File: src/rtl/cond_pkg.sv
`default_nettype none
// +----------------------------------------------------------------------+
// | cond_pkg : condition codes and flag bit positions for cond_unit      |
// | Rev 1.0                                                              |
// +----------------------------------------------------------------------+
package cond_pkg;

  typedef enum logic [3:0] {
    EQ = 4'b0000, NE = 4'b0001, CS = 4'b0010, CC = 4'b0011,
    MI = 4'b0100, PL = 4'b0101, VS = 4'b0110, VC = 4'b0111,
    HI = 4'b1000, LS = 4'b1001, GE = 4'b1010, LT = 4'b1011,
    GT = 4'b1100, LE = 4'b1101, AL = 4'b1110, NV = 4'b1111
  } cond_t;

  localparam int unsigned FLAG_N = 3;
  localparam int unsigned FLAG_Z = 2;
  localparam int unsigned FLAG_C = 1;
  localparam int unsigned FLAG_V = 0;

endpackage
`default_nettype wire

File: src/rtl/cond_check.sv
`default_nettype none
// +----------------------------------------------------------------------+
// | cond_check : combinational condition-code evaluator on {N,Z,C,V}     |
// | Rev 1.0                                                              |
// +----------------------------------------------------------------------+
module cond_check
  import cond_pkg::*;
(
  input  logic [3:0] Cond,
  input  logic [3:0] Flags,
  output logic       CondEx
);

  cond_t w_cond;
  logic  w_n, w_z, w_c, w_v;

  assign w_cond = cond_t'(Cond);
  assign w_n    = Flags[FLAG_N];
  assign w_z    = Flags[FLAG_Z];
  assign w_c    = Flags[FLAG_C];
  assign w_v    = Flags[FLAG_V];

  always_comb begin
    CondEx = 1'b0;
    case (w_cond)
      EQ: CondEx = w_z;
      NE: CondEx = ~w_z;
      CS: CondEx = w_c;
      CC: CondEx = ~w_c;
      MI: CondEx = w_n;
      PL: CondEx = ~w_n;
      VS: CondEx = w_v;
      VC: CondEx = ~w_v;
      HI: CondEx = w_c & ~w_z;
      LS: CondEx = ~w_c | w_z;
      GE: CondEx = (w_n == w_v);
      LT: CondEx = (w_n != w_v);
      GT: CondEx = ~w_z & (w_n == w_v);
      LE: CondEx = w_z | (w_n != w_v);
      AL: CondEx = 1'b1;
      NV: CondEx = 1'b0;
      default: CondEx = 1'b0;
    endcase
  end

endmodule
`default_nettype wire

File: src/rtl/cond_unit.sv
`default_nettype none
// +----------------------------------------------------------------------+
// | cond_unit : flag register, condition gating and fail counter.        |
// | Optional sticky overflow flag enabled by macro COND_STICKY_OVF_EN.   |
// | Rev 1.0                                                              |
// +----------------------------------------------------------------------+
module cond_unit
  import cond_pkg::*;
#(
  parameter int CW = 8
) (
  input  logic          clk,
  input  logic          rst_n,
  input  logic [3:0]    ALUFlags,
  input  logic [3:0]    Cond,
  input  logic [1:0]    FlagW,
  input  logic          PCS,
  input  logic          RegW,
  input  logic          MemW,
  input  logic          InstrValid,
  input  logic          CntClr,
  input  logic          StickyClr,
  output logic          PCSrc,
  output logic          RegWrite,
  output logic          MemWrite,
  output logic          CondEx,
  output logic [3:0]    Flags,
  output logic [CW-1:0] FailCnt,
  output logic          StickyV
);

  logic [3:0]    r_flags;
  logic [CW-1:0] r_fail_cnt;
  logic          w_cond_ex;
  logic          w_wr_nz;
  logic          w_wr_cv;
  logic          w_fail;

  cond_check u_cond_check (
    .Cond   (Cond),
    .Flags  (r_flags),
    .CondEx (w_cond_ex)
  );

  assign w_wr_nz = InstrValid & w_cond_ex & FlagW[1];
  assign w_wr_cv = InstrValid & w_cond_ex & FlagW[0];
  assign w_fail  = InstrValid & ~w_cond_ex;

  always_ff @(posedge clk or negedge rst_n) begin
    if (!rst_n) begin
      r_flags <= 4'b0000;
    end else begin
      if (w_wr_nz) r_flags[FLAG_N:FLAG_Z] <= ALUFlags[FLAG_N:FLAG_Z];
      if (w_wr_cv) r_flags[FLAG_C:FLAG_V] <= ALUFlags[FLAG_C:FLAG_V];
    end
  end

  // Clear wins over increment; the counter sticks at all-ones.
  always_ff @(posedge clk or negedge rst_n) begin
    if (!rst_n) begin
      r_fail_cnt <= '0;
    end else if (CntClr) begin
      r_fail_cnt <= '0;
    end else if (w_fail && (r_fail_cnt != {CW{1'b1}})) begin
      r_fail_cnt <= r_fail_cnt + 1'b1;
    end
  end

`ifdef COND_STICKY_OVF_EN
  logic r_sticky_v;
  logic w_sticky_set;

  assign w_sticky_set = w_wr_cv & ALUFlags[FLAG_V];

  always_ff @(posedge clk or negedge rst_n) begin
    if (!rst_n) begin
      r_sticky_v <= 1'b0;
    end else if (w_sticky_set) begin
      r_sticky_v <= 1'b1;
    end else if (StickyClr) begin
      r_sticky_v <= 1'b0;
    end
  end

  assign StickyV = r_sticky_v;
`else
  logic w_unused_sticky_clr;
  assign w_unused_sticky_clr = StickyClr;
  assign StickyV             = 1'b0;
`endif

  assign CondEx   = w_cond_ex;
  assign PCSrc    = PCS  & w_cond_ex;
  assign RegWrite = RegW & w_cond_ex;
  assign MemWrite = MemW & w_cond_ex;
  assign Flags    = r_flags;
  assign FailCnt  = r_fail_cnt;

endmodule
`default_nettype wire
File: config.mk
export PLATFORM = sky130hd
export DESIGN_NAME = cond_unit
export DESIGN_NICKNAME = d
export VERILOG_FILES = /design/src/rtl/cond_pkg.sv /design/src/rtl/cond_check.sv /design/src/rtl/cond_unit.sv
export SDC_FILE = /design/constraint.sdc
export NUM_CORES = 1
export LEC_CHECK = 0
export ABC_AREA = 1
export BUFFER_PORTS_ARGS = -buffer_cell sky130_fd_sc_hd__buf_2
export CAP_MARGIN = 20
export CORE_AREA = 2 2 47 49
export CTS_BUF_LIST = sky130_fd_sc_hd__clkbuf_4 sky130_fd_sc_hd__clkbuf_8
export CTS_CLUSTER_DIAMETER = 120
export CTS_CLUSTER_SIZE = 24
export DETAILED_ROUTE_END_ITERATION = 16
export DIE_AREA = 0 0 49 51
export PLACE_DENSITY = 0.78
export SLEW_MARGIN = 20
export SYNTH_ARGS = -nofsm -noshare
export SYNTH_HDL_FRONTEND = slang
export SYNTH_SLANG_ARGS = --single-unit
File: constraint.sdc
create_clock -name clk -period 2.2 [get_ports clk]
set_input_delay 0.44 -clock clk [delete_from_list [all_inputs] [get_ports clk]]
set_output_delay 0.44 -clock clk [all_outputs]
set_load 0.005 [all_outputs]
==> metrics.md <==
| Metric | Value |
|---|---|
| PwrDens | `738 nW/µm²` |
| Met2 Use GR | `36.5%` |
| Top FF cell, synth | `dfrtp_1` |
| FP Rows | `17` |
| Post-synthesis sequential area ratio | `31.5%` |
| Synthesized area per cell | `6.86 µm²` |
| Synth Area in Simple Gates | `43.0%` |
| Maximum clock frequency | `478 MHz` |
| Vias in the first global route | `967` |
| CTS Buf Count | `3` |
| Post-synth top area cell | `dfrtp_1` |
| GPL Wtd Cong | `0.824` |
| Part of the cycle the worst path needs | `95.0%` |
| Remaining DRCs | `0` |
| Routed via count | `1,038` |
| H-tree depth | `1` |
| Count leader, synth | `nand2_1` |
| Synthesized flop and latch total | `12` |
| CTS root buf | `clkbuf_4` |
| Crit Path Category | `reg2out` |
| Adder-cell share of the synthesized area | `1.31%` |
| Synth Area in Compound Gates | `6.43%` |
| Maximum vdd drop | `380 µV` |
| Final Setup Violations | `0` |
| Worst hold path class | `in2async` |
| Met1 GRT Util | `22.3%` |
| Sequential cell area | `302 µm²` |
| Outcome | `finished clean` |
| Layout cell share with drive strength beyond 1 | `34.7%` |
| Starting density of the core | `46.2%` |
| Place WS | `161 ps` |
| IO Port Bufs | `32` |
| Critical Path End Type | `output port` |
| Clk_lat worst skew | `270 ps` |
| Clock Skews | `7.12 ps` |
| Final antenna-violating net count | `0` |
| Core area | `2060 µm²` |
| Iter 0 DRT Violations | `23` |
| Post-synth EDFFs | `0` |
| Largest family of logic cells by synthesized area | `simple AND/OR/NAND/NOR gates` |
| Number of clock sinks | `12` |
| GR Layer Usage met3 | `3.51%` |
| Mux contribution to synthesized area | `0%` |
| Leak pwr | `0.755 nW` |
| Worst Path Required | `1760 ps` |
| R2R depth | `13` |
| Most frequent cells after synthesis | `40 x nand2_1, 22 x inv_1, 15 x nand4_1, 12 x dfrtp_1, 12 x nand3_1` |
| Setup slack after layout | `110 ps` |
| Synth top area share | `31.5%` |
| Worst Path Arrival | `1650 ps` |
| Die height | `51 µm` |
| Pins over their slew limit | `0` |
| Startpoint Class | `register` |
| Library cells used by synthesis | `22` |
| Final #Nets | `197` |
| Post-Synth XOR/XNOR Area | `5.51%` |
| Die width | `49 µm` |
| Clock Path Buffers | `2` |
| CTS clock-pin slew for the worst setup and hold paths | `70 ps` |
| I/O pin cnt | `35` |
| GRT Overall Usage | `19.8%` |
| Antenna cell count | `0` |
| Synth warn | `0` |
| Mapped cell area | `953 µm²` |
| First-pass GRT wire length | `3840 µm` |
| Launch point of the worst reg-to-reg path | `Flags[3]` |
| GRT Max-Usage Layer | `met2` |
| Fin crit period | `2090 ps` |
| Max FO, Critical Path | `4` |
| Syn_nets | `158` |
| Final WL | `2290 µm` |
| CP Launch Point | `Flags[2]` |
| Multi-input gate area | `576 µm²` |
| CTS tree | `done` |
| Wire length per cell | `11.2 µm` |
| Area grow syn2layout | `28.2%` |
| Max-cap viol count | `0` |
| Vias/cell | `5.09` |
| Share of synthesized registers carrying an async set or reset | `100%` |
| WHS | `36.0 ps` |
| Die Area | `2500 µm²` |
| DR pass1 iterations | `4` |
| Largest net degree at the start of global routing | `17` |
| Setup TNS | `0 ps` |
| Initial antenna violation count | `0` |
| Fin. Hold Viols | `0` |
| Grt total ovfl | `0` |
| HPWL after DPL | `1770 µm` |
| Gate Count Post-Synth | `139` |
| Synth top area cells | `dfrtp_1 31%, nand2_1 16%, nand4_1 9.8%` |
| Fillers | `195` |
-- layout by cell type (no fill, tap or decap), drive strengths merged --
| master | count |
|---|---|
| nand2 | 47 |
| clkbuf | 3 |
| xor2 | 4 |
| buf | 37 |
| ha | 1 |
| nand3 | 13 |
| a21oi | 3 |
| conb | 1 |
| dfrtp | 12 |
| inv | 24 |
| nor2 | 10 |
| o21ai | 3 |
| nand4 | 15 |
| a31oi | 1 |
| xnor2 | 2 |
-- metrics by stage --
stage               total power [mW]  utilization (%)  instances  cell area [µm²]
finish                         0.903             59.2        204             1220
global route                   0.981             59.2        204             1220
CTS                            0.836             56.0        200             1160
detailed placement             0.701             54.9        197             1130
global placement               0.682             54.9        197             1130
floorplan                      0.581                -        139              953
-- routing by layer --
layer / up-vias / part of all wire [%]
met5: - / 0
met4: 0 / 0.74
met3: 4 / 7.6
met2: 49 / 50
met1: 467 / 41
li1: 518 / -
-- report_power, final --
| part | internal (mW) | total, mW | switching, mW |
|---|---|---|---|
| clock | 0.0632 | 0.130 | 0.0665 |
| sequential | 0.259 | 0.307 | 0.0482 |
| combinational | 0.195 | 0.466 | 0.271 |
-- worst max-delay path, stage by stage (launching register included) --
cell and delay, ps:
dfrtp_1 420, inv_1 100, nand2_1 70, nand2_1 70, nand2_1 60, nand2_1 70
nand2_1 60, nand3_2 70, nand2_4 60, nand2_4 100, nand2_8 70, nor2_2 100
buf_2 120
-- final timing paths --
| path | to | slack [ps] |
|---|---|---|
| min | FailCnt[7] | 40 |
| min in group clk | Flags[2] | 430 |
| min reg2reg | FailCnt[1] | 560 |
| max | MemWrite | 110 |
| max reg2reg | FailCnt[6] | 430 |
| max in group asynchronous | Flags[3] | 1920 |
-- area by class of cell --
type	count	share of cell area, %
multi-input combinational	100	47.1
sequential	12	24.7
timing repair buffer	37	16.2
inverter	24	7.37
tap	28	2.87
clock buffer	3	1.84
-- cells by family after synthesis --
group / after synthesis
and+or+nand+nor: 85
buffers and inverters: 27
DFF: 12
AOI/OAI and AO/OA: 7
xor gates and xnor gates: 6
adders and majority gates: 1
other: 1
-- flip-flops by register name, summed over array words and instances, names as in the netlist --
| signal | flops |
|---|---|
| Flags | 4 |
| FailCnt | 8 |
-- repair_timing --
| action | CTS | global route |
|---|---|---|
| buffers inserted | 0 | 4 |
| gates resized for setup | 0 | 11 |
| hold buffers | 0 | 0 |
| endpoints found under the setup margin | 0 | 4 |
Power figures use the tool's default switching activity.
